## src/rtl/spi_mc_pkg.sv

```systemverilog
// Shared types for the multi-chip-select SPI master: FSM states, SPI mode
// encoding {CPOL,CPHA} and the four standard mode constants.
package spi_mc_pkg;

  typedef enum logic [2:0] {
    IDLE,
    LEAD,
    XFER,
    TRAIL,
    DONE
  } spi_state_t;

  typedef struct packed {
    logic cpol;
    logic cpha;
  } spi_mode_t;

  localparam spi_mode_t MODE0 = 2'b00;
  localparam spi_mode_t MODE1 = 2'b01;
  localparam spi_mode_t MODE2 = 2'b10;
  localparam spi_mode_t MODE3 = 2'b11;

endpackage

```

## src/rtl/spi_sclk_div.sv

```systemverilog
// Half-period counter and SCK generator. tick marks the last clock of each
// (div+1)-clock half period; lead/trail qualify it while SCK is toggling.
module spi_sclk_div #(
  parameter int DIV_W = 8
) (
  input  logic             sclk_senddata,
  input  logic             rst,
  input  logic             run,
  input  logic             sck_en,
  input  logic             cpol,
  input  logic [DIV_W-1:0] div,
  output logic             tick,
  output logic             lead_edge,
  output logic             trail_edge,
  output logic             sck_level
);

  logic [DIV_W-1:0] cnt_q, cnt_d;
  logic             sck_q, sck_d;

  // Counter wraps on tick, so div = all-ones never needs an extra bit.
  always_comb begin
    tick       = run && (cnt_q == div);
    cnt_d      = (!run || tick) ? '0 : cnt_q + 1'b1;
    lead_edge  = tick && sck_en && (sck_q == cpol);
    trail_edge = tick && sck_en && (sck_q != cpol);
    sck_d      = sck_en ? (tick ? ~sck_q : sck_q) : cpol;
  end

  always_ff @(posedge sclk_senddata or negedge rst) begin
    if (!rst) begin
      cnt_q <= '0;
      sck_q <= 1'b0;
    end else begin
      cnt_q <= cnt_d;
      sck_q <= sck_d;
    end
  end

  assign sck_level = sck_q;

endmodule

```

## src/rtl/spi_master_mc.sv

```systemverilog
// SPI master with per-transfer mode, divider and chip-select selection.
// Defining SPI_LOOPBACK_EN adds a loopback input that routes MOSI to the sampler.
module spi_master_mc
  import spi_mc_pkg::*;
#(
  parameter  int DATA_W = 8,
  parameter  int NUM_CS = 2,
  parameter  int DIV_W  = 8,
  localparam int CS_W   = (NUM_CS > 1) ? $clog2(NUM_CS) : 1
) (
  input  logic              sclk_senddata,
  input  logic              rst,
  input  logic              start,
  input  logic [1:0]        mode,
  input  logic [DIV_W-1:0]  div,
  input  logic [CS_W-1:0]   cs_sel,
  input  logic [DATA_W-1:0] tx_data,
`ifdef SPI_LOOPBACK_EN
  input  logic              loopback,
`endif
  output logic [DATA_W-1:0] rx_data,
  output logic              busy,
  output logic              done,
  output logic              spi_sck,
  output logic              spi_mosi,
  input  logic              spi_miso,
  output logic [NUM_CS-1:0] spi_cs_n
);

  localparam int                EDGE_W    = $clog2(2 * DATA_W + 1);
  localparam logic [EDGE_W-1:0] LAST_EDGE = EDGE_W'(2 * DATA_W - 1);

  spi_state_t        state_q, state_d;
  spi_mode_t         mode_q, mode_d;
  logic [DIV_W-1:0]  div_q, div_d;
  logic [NUM_CS-1:0] cs_n_q, cs_n_d, sel_n;
  logic [DATA_W-1:0] tx_sreg_q, tx_sreg_d;
  logic [DATA_W-1:0] rx_sreg_q, rx_sreg_d;
  logic [DATA_W-1:0] rx_data_q, rx_data_d;
  logic [EDGE_W-1:0] edge_cnt_q, edge_cnt_d;
  logic              mosi_q, mosi_d;
  logic              busy_q, busy_d;
  logic              done_q, done_d;
  logic              accept, cpol_next, miso_in;
  logic              tick, lead_edge, trail_edge, shift_edge, sample_edge;

  assign accept      = start && !busy_q;
  assign cpol_next   = accept ? mode[1] : mode_q.cpol;
  assign shift_edge  = mode_q.cpha ? lead_edge : trail_edge;
  assign sample_edge = mode_q.cpha ? trail_edge : lead_edge;

`ifdef SPI_LOOPBACK_EN
  logic loop_q, loop_d;
  assign miso_in = loop_q ? mosi_q : spi_miso;
`else
  assign miso_in = spi_miso;
`endif

  spi_sclk_div #(.DIV_W(DIV_W)) u_sclk_div (
    .sclk_senddata (sclk_senddata),
    .rst           (rst),
    .run           (busy_q),
    .sck_en        (state_q == XFER),
    .cpol          (cpol_next),
    .div           (div_q),
    .tick          (tick),
    .lead_edge     (lead_edge),
    .trail_edge    (trail_edge),
    .sck_level     (spi_sck)
  );

  // Out-of-range selects (and loopback) leave every chip select high.
  always_comb begin
    sel_n = '1;
    for (int i = 0; i < NUM_CS; i++)
      if (cs_sel == CS_W'(i)) sel_n[i] = 1'b0;
`ifdef SPI_LOOPBACK_EN
    if (loopback) sel_n = '1;
`endif
  end

  always_comb begin
    state_d    = state_q;
    mode_d     = mode_q;
    div_d      = div_q;
    cs_n_d     = cs_n_q;
    tx_sreg_d  = tx_sreg_q;
    rx_sreg_d  = rx_sreg_q;
    rx_data_d  = rx_data_q;
    edge_cnt_d = edge_cnt_q;
    mosi_d     = mosi_q;
    done_d     = 1'b0;
`ifdef SPI_LOOPBACK_EN
    loop_d     = loop_q;
`endif
    if (accept) begin
      // MSB goes out immediately; CPHA=1 re-drives it on the first leading edge.
      state_d    = LEAD;
      mode_d     = spi_mode_t'(mode);
      div_d      = div;
      cs_n_d     = sel_n;
      mosi_d     = tx_data[DATA_W-1];
      tx_sreg_d  = mode[0] ? tx_data : (tx_data << 1);
      edge_cnt_d = '0;
`ifdef SPI_LOOPBACK_EN
      loop_d     = loopback;
`endif
    end else begin
      case (state_q)
        LEAD: if (tick) state_d = XFER;
        XFER: begin
          if (shift_edge) begin
            mosi_d    = tx_sreg_q[DATA_W-1];
            tx_sreg_d = tx_sreg_q << 1;
          end
          if (sample_edge) rx_sreg_d = {rx_sreg_q[DATA_W-2:0], miso_in};
          if (tick) begin
            edge_cnt_d = edge_cnt_q + 1'b1;
            if (edge_cnt_q == LAST_EDGE) state_d = TRAIL;
          end
        end
        TRAIL: if (tick) begin
          state_d   = DONE;
          cs_n_d    = '1;
          done_d    = 1'b1;
          rx_data_d = rx_sreg_q;
        end
        DONE:    state_d = IDLE;
        default: state_d = IDLE;
      endcase
    end
    busy_d = (state_d == LEAD) || (state_d == XFER) || (state_d == TRAIL);
  end

  always_ff @(posedge sclk_senddata or negedge rst) begin
    if (!rst) begin
      state_q    <= IDLE;
      mode_q     <= MODE0;
      div_q      <= '0;
      cs_n_q     <= '1;
      tx_sreg_q  <= '0;
      rx_sreg_q  <= '0;
      rx_data_q  <= '0;
      edge_cnt_q <= '0;
      mosi_q     <= 1'b0;
      busy_q     <= 1'b0;
      done_q     <= 1'b0;
`ifdef SPI_LOOPBACK_EN
      loop_q     <= 1'b0;
`endif
    end else begin
      state_q    <= state_d;
      mode_q     <= mode_d;
      div_q      <= div_d;
      cs_n_q     <= cs_n_d;
      tx_sreg_q  <= tx_sreg_d;
      rx_sreg_q  <= rx_sreg_d;
      rx_data_q  <= rx_data_d;
      edge_cnt_q <= edge_cnt_d;
      mosi_q     <= mosi_d;
      busy_q     <= busy_d;
      done_q     <= done_d;
`ifdef SPI_LOOPBACK_EN
      loop_q     <= loop_d;
`endif
    end
  end

  assign rx_data  = rx_data_q;
  assign busy     = busy_q;
  assign done     = done_q;
  assign spi_mosi = mosi_q;
  assign spi_cs_n = cs_n_q;

endmodule

```

## config.mk

```make
export PLATFORM = sky130hd
export DESIGN_NAME = spi_master_mc
export DESIGN_NICKNAME = d
export VERILOG_FILES = /design/src/rtl/spi_mc_pkg.sv /design/src/rtl/spi_sclk_div.sv /design/src/rtl/spi_master_mc.sv
export SDC_FILE = /design/constraint.sdc
export NUM_CORES = 1
export LEC_CHECK = 0
export ABC_AREA = 1
export CAP_MARGIN = 0
export CORE_MARGIN = 2
export CORE_UTILIZATION = 41
export CTS_BUF_LIST = sky130_fd_sc_hd__clkbuf_8 sky130_fd_sc_hd__clkbuf_16
export DETAILED_ROUTE_END_ITERATION = 10
export GPL_TIMING_DRIVEN = 1
export SLEW_MARGIN = 20
export SYNTH_ARGS = -nofsm -noshare
export SYNTH_HDL_FRONTEND = slang
export SYNTH_SLANG_ARGS = --single-unit
```

## constraint.sdc

```tcl
create_clock -name sclk_senddata -period 1.98 [get_ports sclk_senddata]
set_input_delay 0.396 -clock sclk_senddata [delete_from_list [all_inputs] [get_ports sclk_senddata]]
set_output_delay 0.396 -clock sclk_senddata [all_outputs]
set_load 0.05 [all_outputs]
```

== Word level (Yosys, flattened, before mapping) ==
Index checks and enable logic that the tools add are counted.

* Output and inout bits: 14
* Input bits: 23
* Logic and storage cells: 77
* Register bits: 56

* Muxes and demuxes: 30
* Add/sub/neg operators: 2
* Eq/ne operators: 11
* Bitwise logic cells: 2
* Reduce and logical (&&, ||, !) cells: 18

{| class="wikitable"
|+ Operators with widths
! cell !! count
|-
| 2-to-1 mux 8 bit || 5
|-
| 2-to-1 mux 3 bit || 5
|-
| 2-to-1 mux 5 bit || 3
|-
| 2-to-1 mux 1 bit || 13
|-
| equality test 3 x 2 -> 1 bit, second input constant || 4
|-
| one-hot mux 3 bit (3 select lines) || 1
|-
| adder 8 x 1 -> 8 bit, second input constant || 1
|-
| equality test 8 bit || 1
|-
| nonzero test 2 bit || 4
|-
| equality test 3 x 1 -> 1 bit, second input constant || 2
|-
| 2-to-1 mux 2 bit || 3
|-
| AND reduction 2 bit || 3
|-
| AND reduction 3 bit || 2
|-
| adder 5 x 1 -> 5 bit, second input constant || 1
|-
| equality test 5 x 4 -> 1 bit, second input constant || 1
|-
| logical AND 1 bit || 5
|-
| logical OR 1 bit || 3
|-
| != test 2 bit, second input constant || 1
|-
| NOT 1 bit || 2
|-
| equality test 1 bit || 1
|-
| logical NOT 1 bit || 1
|-
| != test 1 bit || 1
|}

== Logic depth before layout (Yosys ltp) ==
Gate-level depths: netlist (run 1).

* Depth after elaboration: 9
* Depth in mapped cells: 12
* Gate-level depth less buffers: 12

== Cells and area by module ==
Synthesis (run 1) repeated with hierarchy kept, for this count alone.

* Cells, all modules: 373
* Area total of the unflattened synthesis: 2831.5 µm²

{| class="wikitable"
|+ Modules (own cells, without submodules)
! module !! cells an instance !! times used !! area an instance (µm²) !! sequential area each (µm²)
|-
| spi_master_mc || 274 || 1 || 2213.4 || 1178.6
|-
| spi_sclk_div || 99 || 1 || 618.1 || 225.2
|}

== Least setup slack after synthesis (run 1) ==
OpenSTA, ideal clock, no wires.

* Path type: register to register
* Start: reg busy_q (netlist: busy)
* End: reg mosi_q (netlist: spi_mosi)
* Stages on the path, launching flop included: 11
* Library setup time: 119 ps
* Clock period less this slack: 1907 ps
* Arrival time: 1788 ps
* Required time: 1861 ps
* Path buffers: 0
* Path slack: 73 ps
* Cell sequence: dfrtp_1 -> nor2_2 -> nand2_1 -> nand2_1 -> nand2_1 -> nand2_4 -> nand4_1 -> nand2_2 -> nand3_4 -> nand2_1 -> nand2_1

* Cells in the longest elaborated chain, start to end: 8
* Elaborated cells on any way between the ends: 14
* Those cells by class: eq/ne: 2; mux: 3; reduce/logical: 9

{| class="wikitable"
|+ Ends and longest elaborated chain
! item !! line !! source
|-
| start, declared || spi_master_mc.sv:42 || <nowiki>logic busy_q, busy_d;</nowiki>
|-
| start signal, assigned || spi_master_mc.sv:161 || <nowiki>busy_q <= busy_d;</nowiki>
|-
| logical NOT 1 bit || spi_master_mc.sv:47 || <nowiki>assign accept = start && !busy_q;</nowiki>
|-
| logical AND 1 bit || spi_master_mc.sv:47 ||
|-
| 2-to-1 mux 1 bit || spi_master_mc.sv:48 || <nowiki>assign cpol_next = accept ? mode[1] : mode_q.cpol;</nowiki>
|-
| != test 1 bit / equality test 1 bit (equally long branches) || spi_sclk_div.sv:26, spi_sclk_div.sv:25 ||
|-
| logical AND 1 bit (on tied branches) || spi_sclk_div.sv:26, spi_sclk_div.sv:25 ||
|-
| 2-to-1 mux 1 bit || spi_master_mc.sv:49 || <nowiki>assign shift_edge = mode_q.cpha ? lead_edge : trail_edge;</nowiki>
|-
| nonzero test 2 bit (no line) || -- ||
|-
| AND reduction 2 bit (no line) || -- ||
|-
| end signal, assigned || spi_master_mc.sv:160 || <nowiki>mosi_q <= mosi_d;</nowiki>
|-
| end, declared || spi_master_mc.sv:41 || <nowiki>logic mosi_q, mosi_d;</nowiki>
|}

Parallel ways exist; a longest one is shown, timed or not.
A chain may end at the register's enable or synchronous reset.

== Final worst setup path (run 1) ==
* Start: reg rx_data_q[3] (netlist: rx_data[3])
* End: out rx_data[3]

{| class="wikitable"
|+ RTL lines
! item !! line !! source
|-
| start, declared || spi_master_mc.sv:39 || <nowiki>logic [DATA_W-1:0] rx_data_q, rx_data_d;</nowiki>
|-
| start signal, assigned || spi_master_mc.sv:158 || <nowiki>rx_data_q <= rx_data_d;</nowiki>
|-
| end, declared || spi_master_mc.sv:21 || <nowiki>output logic [DATA_W-1:0] rx_data,</nowiki>
|}

No word-level cell between the ends.

==> results of run 1 <==
## power by group through the flow
stage          Sequential (mW)  Combinational, mW  Clock, mW
2_1_floorplan             1.76              0.875          0
3_3_place_gp              1.66               1.44          0
3_5_place_dp              1.67               1.46          0
4_1_cts                   1.64               1.47      0.801
5_1_grt                   1.68               1.66      0.846
6_report                  1.65               1.45      0.769
## cell usage after synthesis
cell type,count,share of area
o31ai_1,2,0.0055
nor2_8,1,0.0073
nand4_1,10,0.023
nand3_1,12,0.022
nor3b_1,2,0.0055
dfstp_2,2,0.019
nand2_4,3,0.012
nand2_2,6,0.014
o21bai_1,1,0.0027
buf_4,1,0.0027
nand3_4,3,0.019
inv_1,31,0.042
nand2_1,126,0.17
xor2_1,4,0.013
o21ai_1,1,0.0018
nor2_2,2,0.0045
a31oi_1,1,0.0023
clkbuf_1,4,0.0055
o21ai_0,27,0.049
nor2_1,25,0.034
a21oi_1,4,0.0073
nor3_1,7,0.013
or2_1,1,0.0023
ha_1,3,0.014
inv_2,5,0.0068
nor2_4,1,0.0041
a21boi_0,1,0.0027
nor3_2,1,0.0036
dfrtp_1,54,0.49
## cells in the final DEF, fill, tap and decap left out, drive strengths merged, types with 5 or more instances in the layout
master and n:
clkdlybuf4s50 31, inv 36, nor2 29, buf 23, dfrtp 54, nor3 8
o21ai 28, nand4 10, nand2 135, clkbuf 5, nand3 15
## logic make-up (layout without fill, tap and decap cells)
logic type                 Yosys count  in the layout
and+or+nand+nor                    200            200
DFF                                 56             56
buffers and inverters               41             98
AOI/OAI and AO/OA                   37             37
xor gates and xnor gates             4              4
adders and majority gates            3              3
## routing by layer
metal / GRT usage / vias up / wire [um]
met5: 0 / - / 0
met4: 0.0577 / 0 / 82
met3: 0.0327 / 6 / 157
met2: 0.303 / 32 / 2630
met1: 0.225 / 1095 / 2890
li1: - / 1191 / -
## how the worst max path moves through the flow
stage,end,cells after the start,start,slack (ns)
after global routing,rx_sreg_q[6]$_DFFE_PN0P_,12,u_sclk_div.cnt_q[5]$_DFF_PN0_,0.01
after global placement,tx_sreg_q[2]$_DFFE_PN0P_,13,start,-0.03
after detailed placement,tx_sreg_q[1]$_DFFE_PN0P_,13,start,-0.05
after floorplan,spi_mosi$_DFFE_PN0P_,10,busy$_DFF_PN0_,0.07
final,rx_data[3],1,rx_data[3]$_DFFE_PN0P_,0.08
after CTS,rx_data[3],1,rx_data[3]$_DFFE_PN0P_,0.06
## flip-flops by register name, indices dropped and copies added (netlist names)
register and count:
div_q 8, rx_data 8, rx_sreg_q 8, tx_sreg_q 8, u_sclk_div.cnt_q 8, edge_cnt_q 5
state_q 3, mode_q 2, spi_cs_n 2, busy 1, done 1, spi_mosi 1
u_sclk_div.sck_level 1
## metrics by stage
stage	util	setup TNS (ns)	setup slack [ns]	total power, mW	area [um2]
2_1_floorplan	-	0	0.0733	2.63	2750
3_3_place_gp	0.517	-0.206	-0.0275	3.09	3320
4_1_cts	0.535	0	0.0620	3.91	3440
6_report	0.535	0	0.0779	3.86	3440
3_5_place_dp	0.517	-0.397	-0.0476	3.13	3320
5_1_grt	0.535	0	0.0101	4.18	3440
## layout make-up
| type | count | share of cell area |
|---|---|---|
| Tap cell | 77 | 0.0280 |
| Sequential cell | 56 | 0.408 |
| Timing Repair Buffer | 54 | 0.143 |
| Clock buffer | 5 | 0.0200 |
| Inverter | 36 | 0.0393 |
| Multi-Input combinational cell | 244 | 0.347 |
| Clock inverter | 3 | 0.0138 |
==> impl_metrics.ini, run 1 <==
[run_status]
status = finished clean

[routing]
wl_um = 5760
ant_nets = 0
vias = 2324
wl_per_cell_um = 12.1
firstDrtPassIters = 4
drt_iter0_drc = 112
drc_errors = 0
vias_per_cell = 4.89

[final_layout]
final_cells = 475
multi_input_area_um2 = 1190
register_area_um2 = 1400
drive_gt1_frac = 0.138
area_growth_pct = 24.8
diodes = 0
fill_cells = 621
nets = 423

[setup_path]
critPathCaptureType = output pin
reg2regPathDepth = 12
reg2reg_from = u_sclk_div.cnt_q[3]$_DFF_PN0_
cp.arrival_ns = 1.51
worstSetupPathType = reg2out
worst-r2r-setup-slack_ns = 0.26
critical_path_required_ns = 1.58
critical-path-top-delay-family = buffers and inverters
crit_buf_inv = 1
crit_path_start_kind = register
cpMaxStageDelayCell = clkdlybuf4s50_1
worst_r2r_endpoint = rx_sreg_q[3]$_DFFE_PN0P_
cp_max_fo = 2
path_cells = clkdlybuf4s50_1
max_stage_delay_ns = 0.81

[logic_synthesis]
synth_nets = 367
yosys_register_bits = 56
syn_area_um2 = 2750
synth_compound_area_frac = 0.0713
synth_simple_gate_area_frac = 0.335
synth_xor_area_frac = 0.0127
netlist_instances = 341
ys_seq_area_frac = 0.510
synth_mux_area_frac = 0
yosysUniqueCellTypes = 29
synth_adder_area_share = 0.0136
syn_area_per_cell_um2 = 8.08
yosys_warnings = 0
synth_top_family_by_area = simple AND/OR/NAND/NOR gates

[floorplan]
core_area_um2 = 6420
ios = 37
die-area_um2 = 7390
rows = 29
die_h_um = 86.0
start_util = 0.429
die_w_um = 86.0

[global_route]
grt_pass1_vias = 2456
grt_usage = 0.177
grt_pass1_wl_um = 10500
antenna_found_initial = 0
overflow = 0
grt_max_degree = 57

[placement]
gp_congestion = 0.793
io_buffers = 36
place_inst = 467
dp_hpwl_um = 4120

[timing]
setup_violations = 0
period_needed_ns = 1.90
hold_ws_ns = 0.0544
skew_ns = 0.0113
timing.fmax_ghz = 0.526
slew_headroom = 0.668
tightestPinTransition_ns = 0.496
finalMaxSlewViolations = 0
grt_setup_unrepaired = no
hold_viol_final = 0
post-route-period-util = 0.961

[clock_tree]
cts_buffers = 5
ctsHtreeMaxLevel = 2
cts_tree = built
clk_pin_slew_ns = 0.11
cts_hold_buf = 0
cts_setup_buffers = 0
clockRootBuffer = clkbuf_8
cts-resized-gates = 0
cts.sink_count = 56
clock_latency_ns = 0.32
cts_buffer_depth = 2

[pwr]
pwr-share-comb = 0.375
clock_power_share = 0.199
seq_power_share = 0.426
leakagePower_nw = 1.73
p_sw_mw = 1.46
p_per_area_nw_per_um2 = 1120
switching_share = 0.379
internal_power_mw = 2.40
ir_drop_mv = 0.469

[worst_hold_path]
hp-class = in2async

[run]
cap_violations = 0
No activity file was read; power rests on OpenSTA's default activity.
==> run 2: changes to the inputs <==
--- a/config.mk
+++ b/config.mk
@@ -6,7 +6,7 @@
 export NUM_CORES = 1
 export LEC_CHECK = 0
 export ABC_AREA = 1
-export CAP_MARGIN = 0
+export CAP_MARGIN = 30
 export CORE_MARGIN = 2
 export CORE_UTILIZATION = 41
 export CTS_BUF_LIST = sky130_fd_sc_hd__clkbuf_8 sky130_fd_sc_hd__clkbuf_16
==> results of run 2 <==
The final DEF is identical to that of run 1; final timing and power are the same.
==> run 3: changes to the inputs <==
--- a/config.mk
+++ b/config.mk
@@ -7,11 +7,12 @@
 export LEC_CHECK = 0
 export ABC_AREA = 1
 export CAP_MARGIN = 30
-export CORE_MARGIN = 2
+export CORE_MARGIN = 8
 export CORE_UTILIZATION = 41
 export CTS_BUF_LIST = sky130_fd_sc_hd__clkbuf_8 sky130_fd_sc_hd__clkbuf_16
 export DETAILED_ROUTE_END_ITERATION = 10
 export GPL_TIMING_DRIVEN = 1
+export PLACE_DENSITY = 0.68
 export SLEW_MARGIN = 20
 export SYNTH_ARGS = -nofsm -noshare
 export SYNTH_HDL_FRONTEND = slang
==> run 3 against run 2 <==
  * Combinational power grew 4%
  * Wire length grew 2.0%
  * Clock skew is essentially flat
  * Via count shrank 0.52%
  * Global-route usage shrank 4.5 points
  * Critical path depth is the same
  * Maximum frequency grew 0.90%
  * Sequential share of layout area grew 0.19 points
  * Worst setup slack gained 0.017 ns
  * Non-clock buffer count shrank 1
  * Register-to-register slack lost 0.05 ns
  * Largest cell class unchanged
==> impl_metrics.ini, run 3 (synthesis gave the netlist of run 1 again) <==
[setup_path]
max_stage_delay_ns = 0.81
path_cells = clkdlybuf4s50_1
crit_buf_inv = 1
critical-path-top-delay-family = buffers and inverters
critical_path_required_ns = 1.58
cp.arrival_ns = 1.49
reg2regPathDepth = 12
cpMaxStageDelayCell = clkdlybuf4s50_1
worst-path-stages = 1
worstSetupPathType = reg2out
crit_path_start_kind = register
critPathCaptureType = output pin
cp_max_fo = 1

[clock_tree]
clk_pin_slew_ns = 0.10
cts_buffers = 5
cts_buffer_depth = 2
cts.sink_count = 56
cts_hold_buf = 0
ctsHtreeMaxLevel = 2
clock_latency_ns = 0.31
cts_setup_buffers = 0
cts_tree = built
clockRootBuffer = clkbuf_8

[timing]
period_needed_ns = 1.89
setup_violations = 0
tightestPinTransition_ns = 0.600
fin_setup_tns_ns = 0
grt_setup_unrepaired = no
hold_viol_final = 0
skew_ns = 0.0113
slew_headroom = 0.597
post-route-period-util = 0.952
finalMaxSlewViolations = 0
timing.fmax_ghz = 0.530

[floorplan]
start_util = 0.415
core_area_um2 = 6640
rows = 30
die_w_um = 98.0
die-area_um2 = 9600
die_h_um = 98.0
ios = 37

[routing]
wl_um = 5880
firstDrtPassIters = 4
vias = 2312
vias_per_cell = 4.85
drt_iter0_drc = 59
drc_errors = 0
wl_per_cell_um = 12.3
ant_nets = 0

[pwr]
leakagePower_nw = 1.72
total_power_mw = 3.76
p_per_area_nw_per_um2 = 1100
ir_drop_mv = 0.443

[final_layout]
nets = 422
final_cells = 477
final_cell_area_um2 = 3420
area_growth_pct = 24.2
final_cell_mix = 126 x nand2_1, 54 x dfrtp_1, 33 x inv_1
final_common_cell = nand2_1
drive_gt1_frac = 0.131
diodes = 0

[worst_hold_path]
hp-class = in2async

[placement]
gp_congestion = 0.820
dp_hpwl_um = 4310
place_inst = 469
placed_cell_area_um2 = 3330
io_buffers = 36

[global_route]
overflow = 0
grt_pass1_vias = 2409
grt_pass1_wl_um = 10700
antenna_found_initial = 0
grt_usage = 0.131
grt_max_degree = 57

[run_status]
status = finished clean

[run]
cap_violations = 0
==> run 3: final cells by class <==
type | instances | area, um2
repair buffers | 53 | 498
fillers | 638 | 3220
well taps | 80 | 100
multi-input cells | 244 | 1200
clock buffers | 5 | 68.8
clock inverters | 3 | 16.3
inverters | 36 | 135
flip-flops and latches | 56 | 1400
==> run 3: timing repair <==
action,4_1_cts,5_1_grt
hold endpoints to repair,0,0
gates resized for setup,0,1
setup endpoints to repair,0,8
==> run 3: path summary, 6_finish.rpt <==
kind                                           startpoint                        to  slack (ns)
min                                                   rst      div_q[2]$_DFFE_PN0P_        0.06
max                                        done$_DFF_PN0_                      done        0.09
max reg2reg                 u_sclk_div.cnt_q[5]$_DFF_PN0_  rx_sreg_q[2]$_DFFE_PN0P_        0.21
min reg2reg                        rx_data[7]$_DFFE_PN0P_    rx_data[7]$_DFFE_PN0P_        0.48
min in group sclk_senddata         rx_data[7]$_DFFE_PN0P_    rx_data[7]$_DFFE_PN0P_        0.48
max in group asynchronous                             rst   spi_cs_n[0]$_DFFE_PN1P_        1.62
==> run 3: stage by stage <==
| step | setup WS, ns | hold slack (ns) | utilization |
|---|---|---|---|
| floorplan | 0.0733 | 0.100 | - |
| global placement | -0.0438 | 0.421 | 0.501 |
| global route | 0.00805 | 0.0755 | 0.515 |
| finish | 0.0948 | 0.0610 | 0.515 |
| CTS | 0.0751 | 0.0694 | 0.514 |
| detailed placement | -0.0610 | 0.422 | 0.501 |
==> run 3: worst reg2reg max path, cell delays in order (launching register included) <==
cell,delay [ns]
dfrtp_1,0.41
inv_1,0.08
nand2_1,0.06
nand2_1,0.05
nor2_1,0.13
nand2_2,0.11
nor2_4,0.16
nand2_4,0.12
nor2_8,0.17
nand3_4,0.16
nand2_4,0.15
nand2_1,0.06
nand2_1,0.06
==> run 3: report_power, final <==
part	internal, mW	switching (mW)
Combinational	0.609	0.905
Sequential	1.44	0.200
Clock	0.244	0.363
==> run 3: routing by layer <==
metal,global-route usage,wire length [um],up-vias
met5,0,0,-
li1,-,-,1190
met3,0.0334,232,8
met1,0.163,2750,1071
met2,0.213,2810,43
met4,0.0504,85,0
==> edit 1: new RTL, settings of run 1 <==
`DATA_W`: 8 -> 4.
--- a/src/rtl/spi_master_mc.sv
+++ b/src/rtl/spi_master_mc.sv
@@ -4,5 +4,5 @@
   import spi_mc_pkg::*;
 #(
-  parameter  int DATA_W = 8,
+  parameter  int DATA_W = 4,
   parameter  int NUM_CS = 2,
   parameter  int DIV_W  = 8,
Ports: changed (resized rx_data and tx_data); port bits go from 37 to 29. The function was not compared with the original's and may differ.
==> edit 1 against run 1 <==
Area after synthesis is 22% lower. Worst setup slack better by 0.048 ns. Power is 18% lower. Sequential cell count is 13 lower. Count of clock-buffer cells in the layout is 1 higher. Non-clock buffer count is 21 lower. Final area is 23% lower. Via count is 27% lower. Routed wire length is 29% lower. Critical path type unchanged. Critical endpoint is now rx_data[2].
==> edit 1: results (changes against run 1) <==
VDD IR max 813.6 uV (+73%); biggest registers after layout div_q: 8 flops, u_sclk_div.cnt_q: 8 flops; global-route wire length before repair 7.251 mm (-31%); DP Cell Count 364 (-22%); drt first pass iters 4 (unchanged); CP Capture Point rx_data[2]; Most used DFF post-synth dfrtp_1; Worst R2R Start u_sclk_div.cnt_q[0]; HPWL after detailed placement 2.950 mm (-28%); vias in the first global route 1614 (-34%); share of cells above drive strength 1 15.23% (+1.4 points); GR Util All Layers 15.26% (-2.4 points); TritonCTS buffer count 5 (unchanged); Worst-path clk slew 0.09 ns (-0.02 ns); fin area 2641 um2 (-23%); Post-synth EDFFs 0 (unchanged); routability cong. 0.7670 (-3.3%); number of DRC markers in iteration 0 66 (-41%); largest net degree at the start of global routing 28 (-51%); final wirelength 4.101 mm (-29%); Unique masters post-synth 29 (unchanged); syn_nets 285 (-22%); clk_lat worst skew 0.29 ns (-0.03 ns); fillers 508 (-18%); R2R cell count 12 (unchanged); Setup CP Type reg -> out; cell family with most CP delay buffers and inverters; relative max-transition margin 66.60% (-0.24 points); # port buffers 28 (-22%); most common library cells after synthesis 90 x nand2_1, 41 x dfrtp_1, 28 x inv_1; crit-path max FO 2 (unchanged); main area contributors after synthesis dfrtp_1 48%, nand2_1 16%, inv_1 4.9%, o21ai_0 3.7%, nor2_1 3.0%; diode count 0 (unchanged); yosys warns 0 (unchanged); Worst EP arrival 1.46 ns (-0.05 ns); Cell Area, Placed 2547 um2 (-23%); Crit path largest cell delay 0.81 ns (about the same); final non-filler cell total 372 (-22%); Nets 322 (-24%); share of flip-flops with an asynchronous set or reset 100.0% (unchanged); sequential fraction of the synthesis area 50.09% (-0.89 points); DR vias 1700 (-27%); H-tree levels 2 (unchanged); pre-CTS setup slack 0.03094 ns (+0.07850 ns); f_max 539.4 MHz (+2.6%); P_leak 1.349 nW (-22%); status finished clean; initial antenna violation count 0 (unchanged); Crit-path slowest cell clkdlybuf4s50_1; reg2reg end rx_sreg_q[2]; mean area per synthesized cell 8.156 um2 (+1.0%); CTS root buffer clkbuf_8; Hold Crit Class in -> async; Setup crit start rx_data[2]; r2r setup slk 0.32 ns (+0.06 ns); Worst Clk Skew 0.009233 ns (-0.002106 ns)
-- edit 1: timing repair --
item / CTS / global route
endpoints found under the hold margin: 0 / 0
resized for setup: 0 / 1
setup endpoints to repair: 0 / 1
setup buffers: 0 / 0
-- edit 1: how the worst min path moves through the flow --
stage                          endpoint  slack [ns]
floorplan                          busy        0.10
global placement    u_sclk_div.cnt_q[1]        0.38
detailed placement  u_sclk_div.cnt_q[0]        0.38
CTS                                busy        0.06
global route              edge_cnt_q[2]        0.08
finish                    edge_cnt_q[2]        0.04
-- edit 1: cells by family (layout without fill, tap and decap cells) --
group                      after synthesis  in the layout  share of synthesized area (%)
AOI/OAI and AO/OA                       24             24                          6.275
xor gates and xnor gates                 3              3                          1.220
adders and majority gates                2              2                          1.162
buffers and inverters                   39             77                          6.798
DFF                                     43             43                          50.09
muxes                                    1              1                         0.4649
and+or+nand+nor                        152            152                          33.99
-- edit 1: layout make-up --
class	instances	area share [%]
Sequential cell	43	40.83
Multi-Input combinational cell	182	35.15
Timing Repair Buffer	33	12.13
Inverter	36	5.116
Tap cell	70	3.316
Clock buffer	6	3.126
Clock inverter	2	0.3316
-- edit 1: routing by layer --
layer	routed length, um	part of all wire [%]	GRT usage, %
met1	2158	53	20.88
met2	1726	42	23.63
met3	169	4.1	3.673
met4	46	1.1	5.455
met5	0	0	0
-- edit 1: where the power goes --
part | leakage (nW) | switching [W] | internal (W)
logic | 0.746 | 0.000766 | 0.000469
clock network | 0.0524 | 0.000295 | 0.000277
registers | 0.551 | 0.000210 | 0.00117
total | 1.35 | 0.00127 | 0.00191
==> edit 2: new RTL, config.mk and constraints of run 1 <==
Without the edit above. Register the output `spi_sck`, cleared by the reset; this adds one clock of latency there. The other outputs are not delayed to match.
--- a/src/rtl/spi_master_mc.sv
+++ b/src/rtl/spi_master_mc.sv
@@ -30,4 +30,6 @@
   localparam int                EDGE_W    = $clog2(2 * DATA_W + 1);
   localparam logic [EDGE_W-1:0] LAST_EDGE = EDGE_W'(2 * DATA_W - 1);
+
+  logic spi_sck_d;
 
   spi_state_t        state_q, state_d;
@@ -67,5 +69,5 @@
     .lead_edge     (lead_edge),
     .trail_edge    (trail_edge),
-    .sck_level     (spi_sck)
+    .sck_level     (spi_sck_d)
   );
 
@@ -173,4 +175,12 @@
   assign spi_cs_n = cs_n_q;
 
+  always_ff @(posedge sclk_senddata or negedge rst) begin
+    if (!rst) begin
+      spi_sck <= '0;
+    end else begin
+      spi_sck <= spi_sck_d;
+    end
+  end
+
 endmodule
 
Function: changed (a bounded check fails within 4 cycles, from zero or initial values and one cycle with rst low).
==> edit 2 against run 1 <==
Global-route usage decreased by 0.41 points. Final area is 4.2% higher. Worst setup slack gained 0.011 ns. Via count down 0.60%. Area after synthesis is 0.91% higher. Routed wire length decreased by 0.47%. Sequential cell count increased by 1. Power rose by 13%. Highest routed layer unchanged.
==> edit 2: results (changes against run 1) <==
status finished clean; WHS 0.4607 ns (+0.4063 ns); Cell Int Power 0.002823 W (+18%); TritonCTS sink count 57 (+1.8%); Final period util 95.50% (-0.56 points); Worst R2R Start u_sclk_div.cnt_q[5]; R2R cell count 10 (-2); Non-clock buffer share 13.84% (-0.51 points); DR vias 2310 (-0.60%); syn_nets 368 (+0.27%); TritonCTS buffer count 9 (+4); largest net degree at the start of global routing 28 (-51%); Hold Crit Class reg -> reg; routability cong. 0.8042 (+1.4%); Seq area share 39.90% (-0.94 points); Setup crit start rx_data[2]; Syn Inst Count 342 (+0.29%); H-tree levels 3 (+1); GR Util All Layers 17.26% (-0.41 points); HPWL after detailed placement 4.100 mm (-0.47%); most common library cells after synthesis 126 x nand2_1, 55 x dfrtp_1, 31 x inv_1; fillers 646 (+4.0%); bufs w/o clock 52 (-3.7%); Worst EP arrival 1.49 ns (-0.02 ns); number of DRC markers in iteration 0 106 (-5.4%); # clk buffers 11 (+6); share of cell area taken by multi-input logic gates 33.30% (-1.4 points); Die ar. 7452 um2 (+0.86%); CP Capture Point rx_data[2]; final wirelength 5.734 mm (-0.47%); pre-CTS setup slack -0.06039 ns (-0.01283 ns); sequential fraction of the synthesis area 51.42% (+0.44 points); per-cell routed wire length 11.82 um (-2.5%); VDD IR max 417.0 uV (-11%); Nets 426 (+0.71%); P_leak 1.794 nW (+3.7%); relative max-transition margin 66.70% (-0.13 points); main area contributors after synthesis dfrtp_1 50%, nand2_1 17%, o21ai_0 4.9%, inv_1 4.2%, nor2_1 3.4%
[edit 2: metal layers]
layer,share of wire (%),GRT usage (%)
met5,0,0
met4,1.5,7.244
met3,3.0,3.810
met2,44,25.52
met1,51,24.54
[edit 2: worst reg2reg max path, delay by kind of cell (launching register included)]
kind / cells / cell delay, ns
and+or+nand+nor: 7 / 0.85
DFF: 1 / 0.40
buffers and inverters: 2 / 0.22
AOI/OAI and AO/OA: 1 / 0.20
[edit 2: kinds of logic (layout without fill, tap and decap cells)]
group	count (synthesis)	count (layout)	synth area share [%]
buffers and inverters	41	104	5.673
AND/OR/NAND/NOR	200	200	33.23
adder cells (fa/ha/maj)	3	3	1.351
flip-flops	57	57	51.42
XOR/XNOR	4	4	1.261
AO/OA/AOI/OAI	37	37	7.069
[edit 2: repair_timing]
item | CTS | global route
setup buffers | 0 | 0
hold endpoints to repair | 1 | 0
setup endpoints to repair | 0 | 0
hold buffers | 1 | 0
